==> src/rtl/ddr_cmd_scheduler_pkg.sv <==
// ddr_sched_pkg: command encodings shared by the DDR command scheduler.
// APP_CMD_WR / APP_CMD_RD are the app_cmd codes understood by the DDR core.
package ddr_sched_pkg;

    localparam logic [2:0] APP_CMD_WR = 3'b000;
    localparam logic [2:0] APP_CMD_RD = 3'b001;

endpackage : ddr_sched_pkg

==> src/rtl/sync_fifo.sv <==
// sync_fifo: single-clock FIFO with storage held in flops.
// Ports:
//   clk, rst      - clock, synchronous active-high reset (flushes contents)
//   push, din     - write strobe and data (ignored when full)
//   pop           - remove head entry (ignored when empty)
//   dout          - head entry, valid while empty=0; stable until popped
//   full, empty   - occupancy flags
//   count         - number of stored entries (0..DEPTH)
// A pushed word becomes visible on dout the cycle after the push; there is
// no combinational path from din to dout.
module sync_fifo #(
    parameter int WIDTH = 8,
    parameter int DEPTH = 4
) (
    input  logic                     clk,
    input  logic                     rst,
    input  logic                     push,
    input  logic [WIDTH-1:0]         din,
    input  logic                     pop,
    output logic [WIDTH-1:0]         dout,
    output logic                     full,
    output logic                     empty,
    output logic [$clog2(DEPTH):0]   count
);

    localparam int AW = $clog2(DEPTH);

    logic [WIDTH-1:0] mem [DEPTH];
    logic [AW-1:0]    wr_ptr_reg;
    logic [AW-1:0]    rd_ptr_reg;
    logic [AW:0]      count_reg;
    logic             do_push;
    logic             do_pop;

    assign full    = (count_reg == (AW+1)'(DEPTH));
    assign empty   = (count_reg == '0);
    assign count   = count_reg;
    assign do_push = push & ~full;
    assign do_pop  = pop & ~empty;
    assign dout    = mem[rd_ptr_reg];

    // DEPTH is a power of two, so the pointers wrap on natural overflow.
    always_ff @(posedge clk) begin
        if (rst) begin
            wr_ptr_reg <= '0;
            rd_ptr_reg <= '0;
            count_reg  <= '0;
        end else begin
            if (do_push) wr_ptr_reg <= wr_ptr_reg + AW'(1);
            if (do_pop)  rd_ptr_reg <= rd_ptr_reg + AW'(1);
            count_reg <= count_reg + (AW+1)'(do_push) - (AW+1)'(do_pop);
        end
    end

    always_ff @(posedge clk) begin
        if (do_push) mem[wr_ptr_reg] <= din;
    end

endmodule : sync_fifo

==> src/rtl/ddr_cmd_scheduler.sv <==
// ddr_cmd_scheduler: bridges a simple RAM command port onto a DDR app
// interface. Writes and read commands are issued to the core in the cycle
// they are accepted; read data is buffered and returned in issue order
// together with the ID/last tag captured when the read was issued.
// Ports:
//   clk, rst                    - clock, synchronous active-high reset
//   ram_cmd_*                   - command request (id, addr, wr data/strb,
//                                 wr_en, rd_en, last) and ram_cmd_ready
//   ram_rd_resp_*               - read response (id, data, last, valid/ready)
//   app_cmd_ready, app_wdf_rdy,
//   init_calib_complete         - DDR core status
//   app_cmd, app_cmd_en, app_addr, app_wdf_* - DDR core command/write channel
//   app_rd_data, app_rd_data_valid          - DDR core read return
//   outstanding                 - reads issued but not yet handed back
//   err                         - sticky protocol error (cleared by rst)
module ddr_cmd_scheduler
    import ddr_sched_pkg::*;
#(
    parameter int DATA_WIDTH     = 128,
    parameter int ADDR_WIDTH     = 32,
    parameter int ID_WIDTH       = 4,
    parameter int APP_ADDR_WIDTH = 29,
    parameter int ADDR_SHIFT     = 0,
    parameter int DEPTH          = 4,
    parameter bit WR_WAIT_RD     = 1'b0
) (
    input  logic                      clk,
    input  logic                      rst,
    input  logic [ID_WIDTH-1:0]       ram_cmd_id,
    input  logic [ADDR_WIDTH-1:0]     ram_cmd_addr,
    input  logic [DATA_WIDTH-1:0]     ram_cmd_wr_data,
    input  logic [DATA_WIDTH/8-1:0]   ram_cmd_wr_strb,
    input  logic                      ram_cmd_wr_en,
    input  logic                      ram_cmd_rd_en,
    input  logic                      ram_cmd_last,
    output logic                      ram_cmd_ready,
    output logic [ID_WIDTH-1:0]       ram_rd_resp_id,
    output logic [DATA_WIDTH-1:0]     ram_rd_resp_data,
    output logic                      ram_rd_resp_last,
    output logic                      ram_rd_resp_valid,
    input  logic                      ram_rd_resp_ready,
    input  logic                      app_cmd_ready,
    input  logic                      app_wdf_rdy,
    input  logic                      init_calib_complete,
    output logic [2:0]                app_cmd,
    output logic                      app_cmd_en,
    output logic [APP_ADDR_WIDTH-1:0] app_addr,
    output logic [DATA_WIDTH-1:0]     app_wdf_data,
    output logic [DATA_WIDTH/8-1:0]   app_wdf_mask,
    output logic                      app_wdf_wren,
    output logic                      app_wdf_end,
    input  logic [DATA_WIDTH-1:0]     app_rd_data,
    input  logic                      app_rd_data_valid,
    output logic [$clog2(DEPTH):0]    outstanding,
    output logic                      err
);

    localparam int OW = $clog2(DEPTH) + 1;
    localparam int TW = ID_WIDTH + 1;

    logic [OW-1:0]         outstanding_reg;
    logic                  err_reg;
    logic                  wr_ok;
    logic                  rd_ok;
    logic                  wr_acc;
    logic                  rd_acc;
    logic                  resp_hs;
    logic                  beat_ok;
    logic [ADDR_WIDTH-1:0] addr_shifted;
    logic [TW-1:0]         tag_din;
    logic [TW-1:0]         tag_dout;
    logic                  tag_full;
    logic                  tag_empty;
    logic [OW-1:0]         tag_count;
    logic                  data_full;
    logic                  data_empty;
    logic [OW-1:0]         data_count;

    // A write while a read is in flight is held back only when WR_WAIT_RD
    // asks for read/write ordering.
    assign wr_ok = init_calib_complete & app_cmd_ready & app_wdf_rdy &
                   (!WR_WAIT_RD || (outstanding_reg == '0));
    assign rd_ok = init_calib_complete & app_cmd_ready &
                   (outstanding_reg < OW'(DEPTH));

    // wr_en wins when both enables are high, so ready follows the write path.
    always_comb begin
        ram_cmd_ready = 1'b0;
        if (!rst) begin
            if (ram_cmd_wr_en)      ram_cmd_ready = wr_ok;
            else if (ram_cmd_rd_en) ram_cmd_ready = rd_ok;
        end
    end

    assign wr_acc = ram_cmd_wr_en & ram_cmd_ready;
    assign rd_acc = ram_cmd_rd_en & ~ram_cmd_wr_en & ram_cmd_ready;

    assign app_cmd      = rd_acc ? APP_CMD_RD : APP_CMD_WR;
    assign app_cmd_en   = wr_acc | rd_acc;
    assign app_wdf_wren = wr_acc;
    assign app_wdf_end  = wr_acc;
    assign app_wdf_data = ram_cmd_wr_data;

    assign addr_shifted = ram_cmd_addr >> ADDR_SHIFT;
    assign app_addr     = addr_shifted[APP_ADDR_WIDTH-1:0];

    // Mask is active-high "do not write", the inverse of the byte strobe.
    generate
        for (genvar gi = 0; gi < DATA_WIDTH/8; gi++) begin : g_mask
            assign app_wdf_mask[gi] = ~ram_cmd_wr_strb[gi];
        end
    endgenerate

    assign ram_rd_resp_valid = ~rst & ~data_empty;
    assign resp_hs           = ram_rd_resp_valid & ram_rd_resp_ready;

    // A beat is only legitimate if some issued read is still waiting for
    // data; otherwise (spurious beat, or one that outlived a reset) drop it.
    assign beat_ok = (data_count != outstanding_reg);

    assign tag_din = {ram_cmd_id, ram_cmd_last};

    sync_fifo #(.WIDTH(TW), .DEPTH(DEPTH)) u_tag_fifo (
        .clk   (clk),
        .rst   (rst),
        .push  (rd_acc),
        .din   (tag_din),
        .pop   (resp_hs),
        .dout  (tag_dout),
        .full  (tag_full),
        .empty (tag_empty),
        .count (tag_count)
    );

    sync_fifo #(.WIDTH(DATA_WIDTH), .DEPTH(DEPTH)) u_data_fifo (
        .clk   (clk),
        .rst   (rst),
        .push  (app_rd_data_valid & beat_ok),
        .din   (app_rd_data),
        .pop   (resp_hs),
        .dout  (ram_rd_resp_data),
        .full  (data_full),
        .empty (data_empty),
        .count (data_count)
    );

    assign ram_rd_resp_id   = tag_dout[TW-1:1];
    assign ram_rd_resp_last = tag_dout[0];

    always_ff @(posedge clk) begin
        if (rst) begin
            outstanding_reg <= '0;
            err_reg         <= 1'b0;
        end else begin
            outstanding_reg <= outstanding_reg + OW'(rd_acc) - OW'(resp_hs);
            if ((ram_cmd_wr_en & ram_cmd_rd_en) | (app_rd_data_valid & ~beat_ok))
                err_reg <= 1'b1;
        end
    end

    assign outstanding = outstanding_reg;
    assign err         = err_reg;

endmodule : ddr_cmd_scheduler

==> config.mk <==
export PLATFORM = sky130hd
export DESIGN_NAME = ddr_cmd_scheduler
export DESIGN_NICKNAME = d
export VERILOG_FILES = /design/src/rtl/ddr_cmd_scheduler_pkg.sv /design/src/rtl/sync_fifo.sv /design/src/rtl/ddr_cmd_scheduler.sv
export SDC_FILE = /design/constraint.sdc
export NUM_CORES = 1
export LEC_CHECK = 0
export ABC_AREA = 1
export BUFFER_PORTS_ARGS = -buffer_cell sky130_fd_sc_hd__buf_2
export CAP_MARGIN = 0
export CORE_AREA = 2 2 245 247
export CTS_CLUSTER_DIAMETER = 50
export DETAILED_ROUTE_END_ITERATION = 10
export DIE_AREA = 0 0 247 249
export PLACE_DENSITY = 0.62
export SYNTH_ARGS = -nofsm -noshare
export SYNTH_HDL_FRONTEND = slang
export SYNTH_SLANG_ARGS = --single-unit
==> constraint.sdc <==
create_clock -name clk -period 8.85 [get_ports clk]
set_clock_uncertainty 0.05 [all_clocks]
set_input_delay 0.885 -clock clk [delete_from_list [all_inputs] [get_ports clk]]
set_output_delay 0.885 -clock clk [all_outputs]
set_load 0.05 [all_outputs]
==> results of run 1 <==
cells in the final DEF (no fill, tap or decap), types with 2 or more instances in the layout:
cell / count
sky130_fd_sc_hd__a21oi_1: 10
sky130_fd_sc_hd__and2_1: 2
sky130_fd_sc_hd__buf_12: 5
sky130_fd_sc_hd__buf_2: 316
sky130_fd_sc_hd__buf_4: 4
sky130_fd_sc_hd__bufinv_16: 6
sky130_fd_sc_hd__clkbuf_1: 10
sky130_fd_sc_hd__clkbuf_16: 56
sky130_fd_sc_hd__clkinv_1: 15
sky130_fd_sc_hd__clkinv_2: 7
sky130_fd_sc_hd__clkinv_4: 4
sky130_fd_sc_hd__clkinvlp_4: 2
sky130_fd_sc_hd__conb_1: 2
sky130_fd_sc_hd__dfxtp_1: 20
sky130_fd_sc_hd__dfxtp_4: 2
sky130_fd_sc_hd__diode_2: 4
sky130_fd_sc_hd__edfxtp_1: 532
sky130_fd_sc_hd__fa_1: 3
sky130_fd_sc_hd__ha_1: 14
sky130_fd_sc_hd__inv_1: 50
sky130_fd_sc_hd__inv_2: 6
sky130_fd_sc_hd__inv_6: 2
sky130_fd_sc_hd__nand2_1: 20
sky130_fd_sc_hd__nand3_1: 6
sky130_fd_sc_hd__nor2_1: 251
sky130_fd_sc_hd__nor2_2: 40
sky130_fd_sc_hd__nor2_4: 4
sky130_fd_sc_hd__o21ai_0: 156
sky130_fd_sc_hd__o21ai_1: 113
sky130_fd_sc_hd__o22ai_1: 93
sky130_fd_sc_hd__o22ai_2: 40
sky130_fd_sc_hd__xnor2_1: 6
sky130_fd_sc_hd__xor2_1: 3
per-layer routing:
layer | GRT usage, % | up-vias
li1 | - | 6044
met2 | 37.8 | 688
met1 | 21.0 | 6526
met3 | 17.1 | 176
met4 | 11.0 | 14
met5 | 0 | -
cells in the mapped netlist:
cell,number,area share [%]
sky130_fd_sc_hd__a21boi_1,1,0.033
sky130_fd_sc_hd__buf_2,16,0.35
sky130_fd_sc_hd__buf_6,17,0.85
sky130_fd_sc_hd__o22ai_2,40,2.2
sky130_fd_sc_hd__a21oi_1,10,0.22
sky130_fd_sc_hd__buf_4,170,5.6
sky130_fd_sc_hd__nand4_2,1,0.055
sky130_fd_sc_hd__xnor2_1,6,0.23
sky130_fd_sc_hd__nand3_2,1,0.044
sky130_fd_sc_hd__inv_2,7,0.12
sky130_fd_sc_hd__ha_1,14,0.78
sky130_fd_sc_hd__nand4_1,1,0.028
sky130_fd_sc_hd__nor2_2,40,1.1
sky130_fd_sc_hd__clkinv_1,1,0.017
sky130_fd_sc_hd__o21ai_1,113,2.5
sky130_fd_sc_hd__conb_1,1,0.017
sky130_fd_sc_hd__buf_12,5,0.44
sky130_fd_sc_hd__o21ai_0,156,3.5
sky130_fd_sc_hd__nand2_1,20,0.33
sky130_fd_sc_hd__dfxtp_1,22,1.9
sky130_fd_sc_hd__clkbuf_1,39,0.65
sky130_fd_sc_hd__xor2_1,3,0.12
sky130_fd_sc_hd__edfxtp_1,532,71
sky130_fd_sc_hd__fa_1,3,0.27
sky130_fd_sc_hd__nor2_1,255,4.2
sky130_fd_sc_hd__inv_4,1,0.028
sky130_fd_sc_hd__nand3_1,6,0.13
sky130_fd_sc_hd__o22ai_1,93,2.6
sky130_fd_sc_hd__and2_1,2,0.055
sky130_fd_sc_hd__inv_1,50,0.83
layout make-up:
| class | count | share of cell area [%] |
|---|---|---|
| tap | 773 | 3.81 |
| clock buffer | 66 | 5.68 |
| clock inverter | 36 | 1.49 |
| multi-input combinational | 767 | 16.5 |
| timing repair buffer | 325 | 6.75 |
| antenna | 4 | 0.0395 |
| sequential | 554 | 64.8 |
| inverter | 59 | 0.923 |
cells by family after synthesis:
group | synth area share (%)
xor+xnor | 0.349
other cells | 0.0166
simple gates | 5.99
fa+ha+maj | 1.04
compound gates | 11.0
flops | 72.7
buf+inv | 8.93
power groups by stage:
stage | combinational, mW | clock [mW] | sequential, mW
2_1_floorplan | 2.09 | 0 | 3.62
3_3_place_gp | 2.57 | 0 | 3.53
3_5_place_dp | 2.59 | 0 | 3.55
4_1_cts | 2.60 | 2.37 | 3.50
5_1_grt | 2.71 | 2.46 | 3.53
6_report | 2.56 | 2.32 | 3.50
worst max-delay path, cell delays in order, from the launching register on:
cell                      delay (ns)
sky130_fd_sc_hd__dfxtp_4        0.60
sky130_fd_sc_hd__inv_8          0.87
sky130_fd_sc_hd__buf_4          0.88
sky130_fd_sc_hd__nor2_1         0.08
sky130_fd_sc_hd__o22ai_1        0.50
sky130_fd_sc_hd__buf_2          0.37
how the worst max path moves through the flow:
stage                            startpoint                    end  slack [ns]  depth (start not counted)
after CTS                          register   ram_rd_resp_data[68]        3.88                          5
final                              register   ram_rd_resp_data[68]        3.90                          5
after global routing               register   ram_rd_resp_data[68]        3.69                          5
after detailed placement           register   ram_rd_resp_data[68]        4.54                          5
after floorplan           app_rd_data_valid  u_data_fifo.mem[0][0]        1.51                          3
after global placement             register   ram_rd_resp_data[68]        4.55                          5
==> impl_metrics.csv, run 1 <==
group,metric,value,unit
drt,final_antenna_net_count,0,
finish,final_cell_area,25400,µm²
critical_path,worst_setup_path_end_kind,"output pin",
drt,route.top_layer_used,"met5",
pwr,clock_power_share,27.7,%
pwr,intPower,5.23,mW
global_routing,largest_net_degree_at_the_start_of_global_routing,187,
sta,transition_time_of_the_tightest_slew_check_pin,1.12,ns
critical_path,worst_reg2reg_endpoint,"u_data_fifo.mem[2][98]",
sta,fin_setup_tns,0,ns
pwr,power-per-cell-area,331,nW/µm²
drt,via_count,13448,
floorplanning,initial_utilization,38.5,%
sta,worst_slew_margin_rel,25.6,%
floorplanning,fp-row-count,89,
yosys,yosysWarnings,0,
critical_path,setup.reg_to_reg.worst_slack,5.63,ns
critical_path,critical_path_required,7.92,ns
pwr,comb_power_share,30.6,%
drt,drc,0,
place,place_congestion,0.892,
cts,cts-htree-levels,2,
cts,hold_buffers,0,
finish,number_of_flip_flops_in_the_largest_register,512,
place,count_of_placed_standard_cells_including_taps,2478,
drt,postRouteWirelength,73.2,mm
cts,post_cts.resized_instances,0,
yosys,sequential_cell_area_fraction_in_the_yosys_report,72.7,%
finish,sequential_cell_area,16400,µm²
drt,detail_route.first_pass.iterations,7,
pwr,totalPowerFinal,8.38,mW
sta,min_period,4.95,ns
finish,largest-register,"u_data_fifo.mem",
finish,fillers,5229,
floorplanning,die_h,249,µm
critical_path,crit_type,"register to output pin",
drt,wirelength_met1,21.7,mm
place,detailed_place.area,23500,µm²
pwr,ir_drop,0.231,mV
critical_path,cp_data_arrival_time,4.01,ns
finish,area_growth,12.2,%
pwr,leakagePower,8.96,nW
cts,ctsLongestPathBuffers,3,
cts,cts_buffers,56,
sta,period_share,55.9,%
hold_path,timing.hold.worst.class,"primary input to register",
floorplanning,coreArea,58700,µm²
pwr,netSwitchingFraction,37.6,%
drt,route.detailed.vias_per_inst,5.20,
sta,grt_setup_unrepaired,"no",
floorplanning,boundaryPins,636,
pwr,p_switching,3.15,mW
sta,final_critical_path_setup_slack,3.90,ns
sta,timing.final.setup_violations,0,
sta,max_clock_freq,0.202,GHz
critical_path,path_max_fanout,175,
sta,timing_hold_violations_final,0,
finish,drive_gt1_share,27.6,%
pwr,sequential_power_share,41.7,%
cts,cts_tree,"done",
yosys,synth_area_per_cell,13.9,µm²
yosys,ys_seq_elements,554,
sta,final.hold.worst_slack,0.438,ns
hold_path,hold_end,"u_data_fifo.mem[0][57]",
global_routing,first_pass_grt_wire_length,99.7,mm
run_status,outcome,"completed",
finish,layout.nets,2098,
critical_path,cp-start-kind,"register",
cts,clk_pin_slew,0.06,ns
flow_run,timing.max_cap.violations,0,
global_routing,grt_overflow_total,0,
cts,cts_root_buffer,"sky130_fd_sc_hd__clkbuf_16",
floorplanning,die-area,61500,µm²
yosys,synth_area,22600,µm²
place,dp.final_hpwl,51.8,mm
drt,detail_route.wl_per_cell,28.3,µm
drt,detailroute.wirelength.met2,34.9,mm
yosys,yosysUniqueCellTypes,30,
yosys,synth_cells,1626,
cts,postCtsSetupBuffers,0,
finish,layout_top_registers,"u_data_fifo.mem: 512 flops, u_tag_fifo.mem: 20 flops",
cts,clock_insertion_delay_worst_skew,0.59,ns
global_routing,global_route_usage_sum,23.1,%
critical_path,critical_path.reg2reg.startpoint,"u_data_fifo.count[1]",
place,dpl_worst_slack,4.54,ns
place,io_buffer_count,316,
cts,cts.sinks,554,
floorplanning,chipWidth,247,µm
hold_path,worst_hold_path.num_cells,1,
hold_path,timing.hold.worst.start,"app_rd_data[57]",
finish,layoutNonFillerInstCount,2584,
drt,count_of_routing_violations_after_the_opening_detailed_route_iteration,835,
finish,multi_input_combinational_cell_area,4190,µm²
drt,route.met3.wl,12.5,mm
sta,slew_viol_final,0,
global_routing,initial_antenna_violation_count,21,
global_routing,via_count_of_the_first_global_routing_pass,13001,
critical_path,r2r_cells,5,
finish,final_util,43.2,%
Note: power is estimated with default switching activity, not from simulation.
==> run 2, diff against run 1 <==
--- a/config.mk
+++ b/config.mk
@@ -8,10 +8,10 @@
 export ABC_AREA = 1
 export BUFFER_PORTS_ARGS = -buffer_cell sky130_fd_sc_hd__buf_2
 export CAP_MARGIN = 0
-export CORE_AREA = 2 2 245 247
+export CORE_AREA = 2 2 250 252
 export CTS_CLUSTER_DIAMETER = 50
 export DETAILED_ROUTE_END_ITERATION = 10
-export DIE_AREA = 0 0 247 249
+export DIE_AREA = 0 0 252 254
 export PLACE_DENSITY = 0.62
 export SYNTH_ARGS = -nofsm -noshare
 export SYNTH_HDL_FRONTEND = slang
==> constraint.sdc (replaced) <==
create_clock -name clk -period 4.4 [get_ports clk]
set_clock_uncertainty 0.05 [all_clocks]
set_input_delay 0.44 -clock clk [delete_from_list [all_inputs] [get_ports clk]]
set_output_delay 0.44 -clock clk [all_outputs]
set_load 0.05 [all_outputs]
==> run 2 against run 1 <==
  * First-iteration DRC count is 4.2% higher
  * Via count rose by 5.1%
  * Non-clock buffer count is 154 higher
  * Critical path depth unchanged
  * Wire length grew 2.6%
  * Worst setup slack got worse by 3.0 ns
  * Clock power grew 100%
  * Hold slack got worse by 0.36 ns
  * Global-route usage shrank 0.55 points
  * Clock-buffer cell count did not move
  * Sequential share of layout area is 3.8 points lower
  * Sequential power rose by 100%
  * Critical endpoint is now ram_rd_resp_data[86]
  * Largest cell class unchanged
==> impl_metrics.csv, run 2 (synthesized netlist as in run 1, its figures left out) <==
group,metric,value,unit
finish,layout_top_registers,"u_data_fifo.mem: 512 flops, u_tag_fifo.mem: 20 flops",
floorplanning,boundaryPins,636,
drt,postRouteWirelength,75.1,mm
cts,cts_buffers,57,
finish,fillers,5471,
sta,fin_setup_tns,0,ns
critical_path,worst_setup_path_end_kind,"output pin",
critical_path,critical_path_required,3.91,ns
run_status,outcome,"completed",
drt,route.detailed.vias_per_inst,5.13,
drt,detail_route.first_pass.iterations,7,
floorplanning,chipWidth,252,µm
finish,layout_commonest_cell,"sky130_fd_sc_hd__edfxtp_1",
global_routing,layer_with_the_highest_usage,"met2",
finish,largest-register,"u_data_fifo.mem",
critical_path,cp_data_arrival_time,2.96,ns
finish,final_util,44.0,%
cts,clock_insertion_delay_worst_skew,0.59,ns
finish,drive_gt1_share,26.6,%
global_routing,via_count_of_the_first_global_routing_pass,13689,
cts,cts-htree-levels,2,
sta,period_share,78.5,%
finish,most_frequent_cells_in_the_layout,"532 x sky130_fd_sc_hd__edfxtp_1, 316 x sky130_fd_sc_hd__buf_2, 251 x sky130_fd_sc_hd__nor2_1",
place,dpl_worst_slack,1.43,ns
critical_path,setup.reg_to_reg.worst_slack,1.57,ns
finish,area_growth,19.2,%
place,place_congestion,0.845,
drt,count_of_routing_violations_after_the_opening_detailed_route_iteration,870,
pwr,totalPowerFinal,17.1,mW
cts,hold_buffers,133,
drt,detail_route.wl_per_cell,27.2,µm
cts,ctsLongestPathBuffers,3,
pwr,ir_drop,0.427,mV
floorplanning,initial_utilization,36.9,%
cts,cts.sinks,554,
critical_path,path_max_fanout,117,
floorplanning,coreArea,61300,µm²
finish,layout.nets,2253,
place,detailed_place.area,23800,µm²
cts,clk_pin_slew,0.06,ns
flow_run,timing.max_cap.violations,0,
sta,timing_hold_violations_final,0,
place,dp.final_hpwl,53.3,mm
cts,cts_root_buffer,"sky130_fd_sc_hd__clkbuf_16",
sta,min_period,3.45,ns
drt,via_count,14137,
global_routing,first_pass_grt_wire_length,103,mm
critical_path,crit_type,"register to output pin",
sta,max_clock_freq,0.289,GHz
floorplanning,die-area,64000,µm²
global_routing,global_route_usage_sum,22.6,%
critical_path,r2r_cells,5,
sta,slew_viol_final,0,
critical_path,cp-start-kind,"register",
cts,postCtsSetupBuffers,0,
floorplanning,fp-row-count,91,
sta,transition_time_of_the_tightest_slew_check_pin,1.00,ns
finish,sequential_cell_area,16400,µm²
sta,worst_slew_margin_rel,33.3,%
global_routing,initial_antenna_violation_count,10,
drt,final_antenna_net_count,0,
finish,number_of_flip_flops_in_the_largest_register,512,
cts,cts_tree,"done",
pwr,leakagePower,9.64,nW
finish,multi_input_combinational_cell_area,4190,µm²
place,io_buffer_count,316,
global_routing,use_met1,21.6,%
floorplanning,die_h,254,µm
global_routing,largest_net_degree_at_the_start_of_global_routing,129,
global_routing,grtUsageMet2,39.6,%
global_routing,grt_util_met3,14.4,%
sta,timing.final.setup_violations,0,
cts,post_cts.resized_instances,0,
hold_path,timing.hold.worst.class,"primary input to register",
finish,final_cell_area,26900,µm²
sta,final_critical_path_setup_slack,0.945,ns
global_routing,grt_overflow_total,0,
hold_path,worst_hold_path.num_cells,3,
pwr,power-per-cell-area,635,nW/µm²
drt,drc,0,
sta,grt_setup_unrepaired,"no",
==> run 2: final timing paths <==
check | end | startpoint
setup / recovery | ram_rd_resp_data[86] | register
hold / removal | err | app_rd_data_valid
setup reg to reg | u_data_fifo.mem[3][39] | u_data_fifo.count[1]
hold reg to reg | register | u_tag_fifo.rd_ptr_reg[1]
==> run 2: power by group <==
| part | switching, mW | internal (mW) |
|---|---|---|
| clock | 2.01 | 2.68 |
| sequential | 0.244 | 6.75 |
| combinational | 4.20 | 1.22 |
| total | 6.45 | 10.6 |
==> run 2: stage by stage <==
stage	instances	hold WS, ns
2_1_floorplan	1627	0.413
3_3_place_gp	2516	0.430
3_5_place_dp	2516	0.441
4_1_cts	2755	0.0481
5_1_grt	2757	0.0796
6_report	2758	0.0798
==> run 2: layout make-up <==
cell class                 count  share of cell area [%]
sequential                   554                    61.0
multi-input combinational    767                    15.6
timing repair buffer         479                    12.1
clock buffer                  66                    5.42
tap                          790                    3.67
clock inverter                40                    1.38
inverter                      59                   0.859
antenna                        3                  0.0279
==> run 2: metal layers <==
| metal | share of wire, % | wire length [µm] | up-vias |
|---|---|---|---|
| li1 | - | - | 6345 |
| met1 | 31 | 23500 | 6889 |
| met3 | 15 | 11200 | 110 |
| met2 | 51 | 38100 | 791 |
| met4 | 3.1 | 2350 | 2 |
| met5 | 0.016 | 12 | - |
==> run 2: worst max-delay path: stages, from the launching register on <==
cell,delay [ns]
sky130_fd_sc_hd__dfxtp_4,0.48
sky130_fd_sc_hd__inv_8,0.50
sky130_fd_sc_hd__buf_4,0.48
sky130_fd_sc_hd__nor2_1,0.10
sky130_fd_sc_hd__o22ai_2,0.26
sky130_fd_sc_hd__buf_2,0.32
==> run 3, diff against run 2 <==
--- a/config.mk
+++ b/config.mk
@@ -8,10 +8,10 @@
 export ABC_AREA = 1
 export BUFFER_PORTS_ARGS = -buffer_cell sky130_fd_sc_hd__buf_2
 export CAP_MARGIN = 0
-export CORE_AREA = 2 2 250 252
+export CORE_AREA = 2 2 245 247
 export CTS_CLUSTER_DIAMETER = 50
 export DETAILED_ROUTE_END_ITERATION = 10
-export DIE_AREA = 0 0 252 254
+export DIE_AREA = 0 0 247 249
 export PLACE_DENSITY = 0.62
 export SYNTH_ARGS = -nofsm -noshare
 export SYNTH_HDL_FRONTEND = slang
==> constraint.sdc (replaced) <==
create_clock -name clk -period 3.2 [get_ports clk]
set_clock_uncertainty 0.05 [all_clocks]
set_input_delay 0.32 -clock clk [delete_from_list [all_inputs] [get_ports clk]]
set_output_delay 0.32 -clock clk [all_outputs]
set_load 0.05 [all_outputs]
==> run 3 against run 2 <==
  * Combinational power rose by 40%
  * Critical path depth stayed put
  * Highest routed layer unchanged
  * First-iteration DRC count rose by 2.3%
  * Clock power up 36%
  * Sequential share of layout area down 0.35 points
  * Register-to-register slack worse by 0.74 ns
  * Power increased by 38%
  * Worst setup slack got worse by 0.63 ns
  * Final cell count down 0.11%
  * Die area is 3.9% lower
  * Core utilization up 2.2 points
  * Wire length increased by 2.1%
==> impl_metrics.csv, run 3 (synthesized netlist as in run 1, its figures left out) <==
group,metric,value,unit
cts,postCtsSetupBuffers,0,
global_routing,use_met1,22.5,%
critical_path,cp-start-kind,"register",
floorplanning,die-area,61500,µm²
global_routing,initial_antenna_violation_count,8,
floorplanning,coreArea,58700,µm²
finish,final_cell_area,27100,µm²
place,place_congestion,0.880,
critical_path,critical_path_required,2.83,ns
finish,most_frequent_cells_in_the_layout,"532 x sky130_fd_sc_hd__edfxtp_1, 316 x sky130_fd_sc_hd__buf_2, 250 x sky130_fd_sc_hd__nor2_1",
run_status,outcome,"completed",
place,count_of_placed_standard_cells_including_taps,2510,
global_routing,via_count_of_the_first_global_routing_pass,13799,
global_routing,grt_util_met3,15.8,%
cts,cts_root_buffer,"sky130_fd_sc_hd__clkbuf_16",
finish,area_growth,20.0,%
drt,final_antenna_net_count,0,
floorplanning,chipWidth,247,µm
sta,min_period,2.88,ns
global_routing,grt_overflow_total,0,
finish,layout.nets,2267,
global_routing,grtUsageMet2,40.9,%
cts,clock_insertion_delay_worst_skew,0.60,ns
sta,max_clock_freq,0.347,GHz
floorplanning,fp-row-count,89,
sta,period_share,90.1,%
sta,slew_viol_final,0,
finish,number_of_flip_flops_in_the_largest_register,512,
drt,detail_route.wl_per_cell,27.8,µm
cts,cts_buffers,57,
critical_path,critical_path.reg2reg.startpoint,"outstanding[2]",
place,detailed_place.area,23900,µm²
drt,drc,0,
place,io_buffer_count,316,
finish,layoutNonFillerInstCount,2755,
finish,layout_commonest_cell,"sky130_fd_sc_hd__edfxtp_1",
sta,worst_slew_margin_rel,49.2,%
pwr,leakagePower,9.74,nW
cts,clk_pin_slew,0.06,ns
sta,timing.final.setup_violations,0,
cts,ctsLongestPathBuffers,3,
floorplanning,boundaryPins,636,
critical_path,worst_setup_path_end_kind,"output pin",
sta,grt_setup_unrepaired,"no",
global_routing,layer_with_the_highest_usage,"met2",
place,dp.final_hpwl,55.2,mm
finish,layout_top_registers,"u_data_fifo.mem: 512 flops, u_tag_fifo.mem: 20 flops",
sta,timing_hold_violations_final,0,
flow_run,timing.max_cap.violations,0,
drt,detail_route.first_pass.iterations,5,
floorplanning,initial_utilization,38.5,%
critical_path,path_max_fanout,92,
hold_path,timing.hold.worst.start,"ram_rd_resp_ready",
global_routing,largest_net_degree_at_the_start_of_global_routing,143,
critical_path,crit_type,"register to output pin",
floorplanning,die_h,249,µm
sta,transition_time_of_the_tightest_slew_check_pin,0.762,ns
drt,postRouteWirelength,76.7,mm
global_routing,first_pass_grt_wire_length,105,mm
critical_path,cp_data_arrival_time,2.51,ns
cts,cts_tree,"done",
pwr,ir_drop,0.809,mV
global_routing,global_route_usage_sum,24.2,%
finish,drive_gt1_share,27.5,%
drt,via_count,14106,
finish,largest-register,"u_data_fifo.mem",
hold_path,timing.hold.worst.class,"primary input to register",
drt,route.detailed.vias_per_inst,5.12,
pwr,power-per-cell-area,871,nW/µm²
cts,cts-htree-levels,2,
drt,count_of_routing_violations_after_the_opening_detailed_route_iteration,890,
cts,cts.sinks,554,
==> run 3: final timing paths <==
| path | endpoint | slack (ns) | depth (start not counted) |
|---|---|---|---|
| worst min register to register | register | 0.44 | 2 |
| worst max-delay path | ram_rd_resp_data[30] | 0.32 | 5 |
| worst max register to register | outstanding[2] | 0.83 | 13 |
| worst min-delay path | register | 0.07 | 4 |
==> run 3: worst max-delay path, cell delays in order (launching register included) <==
cell                      delay (ns)
sky130_fd_sc_hd__dfxtp_4        0.38
sky130_fd_sc_hd__inv_8          0.34
sky130_fd_sc_hd__buf_4          0.38
sky130_fd_sc_hd__nor2_1         0.07
sky130_fd_sc_hd__o22ai_1        0.21
sky130_fd_sc_hd__buf_2          0.31
==> run 3: area by class of cell <==
type	count	area, µm²
flip-flops and latches	554	16400
clock buffers	69	1490
fillers	5135	31600
diodes	1	2.50
inverters	59	231
well taps	773	967
repair buffers	493	3450
clock inverters	39	319
multi-input cells	767	4220
==> run 3: stage by stage <==
step | utilization [%] | hold slack, ns | setup WS [ns] | power (mW) | TNS (ns)
2_1_floorplan | - | 0.339 | -0.00651 | 15.7 | -0.833
3_3_place_gp | 40.8 | 0.431 | 0.617 | 17.2 | 0
3_5_place_dp | 40.8 | 0.435 | 0.686 | 17.3 | 0
4_1_cts | 46.2 | 0.0317 | 0.316 | 23.8 | 0
5_1_grt | 46.2 | 0.0796 | 0.211 | 24.5 | 0
6_report | 46.2 | 0.0710 | 0.317 | 23.6 | 0
==> run 3: where the power goes <==
group	internal [mW]	switching [mW]	total [mW]
logic	1.73	5.89	7.61
clock network	3.59	2.79	6.38
registers	9.29	0.321	9.61
==> run 3: per-layer routing <==
layer,up-vias,routed length [µm]
li1,6381,-
met1,6839,23200
met2,746,37600
met3,134,12200
met4,6,3540
met5,-,98
==> run 3: what timing repair did <==
action,CTS,global route
gates resized for setup,0,0
hold endpoints to repair,539,0
hold buffers,136,0
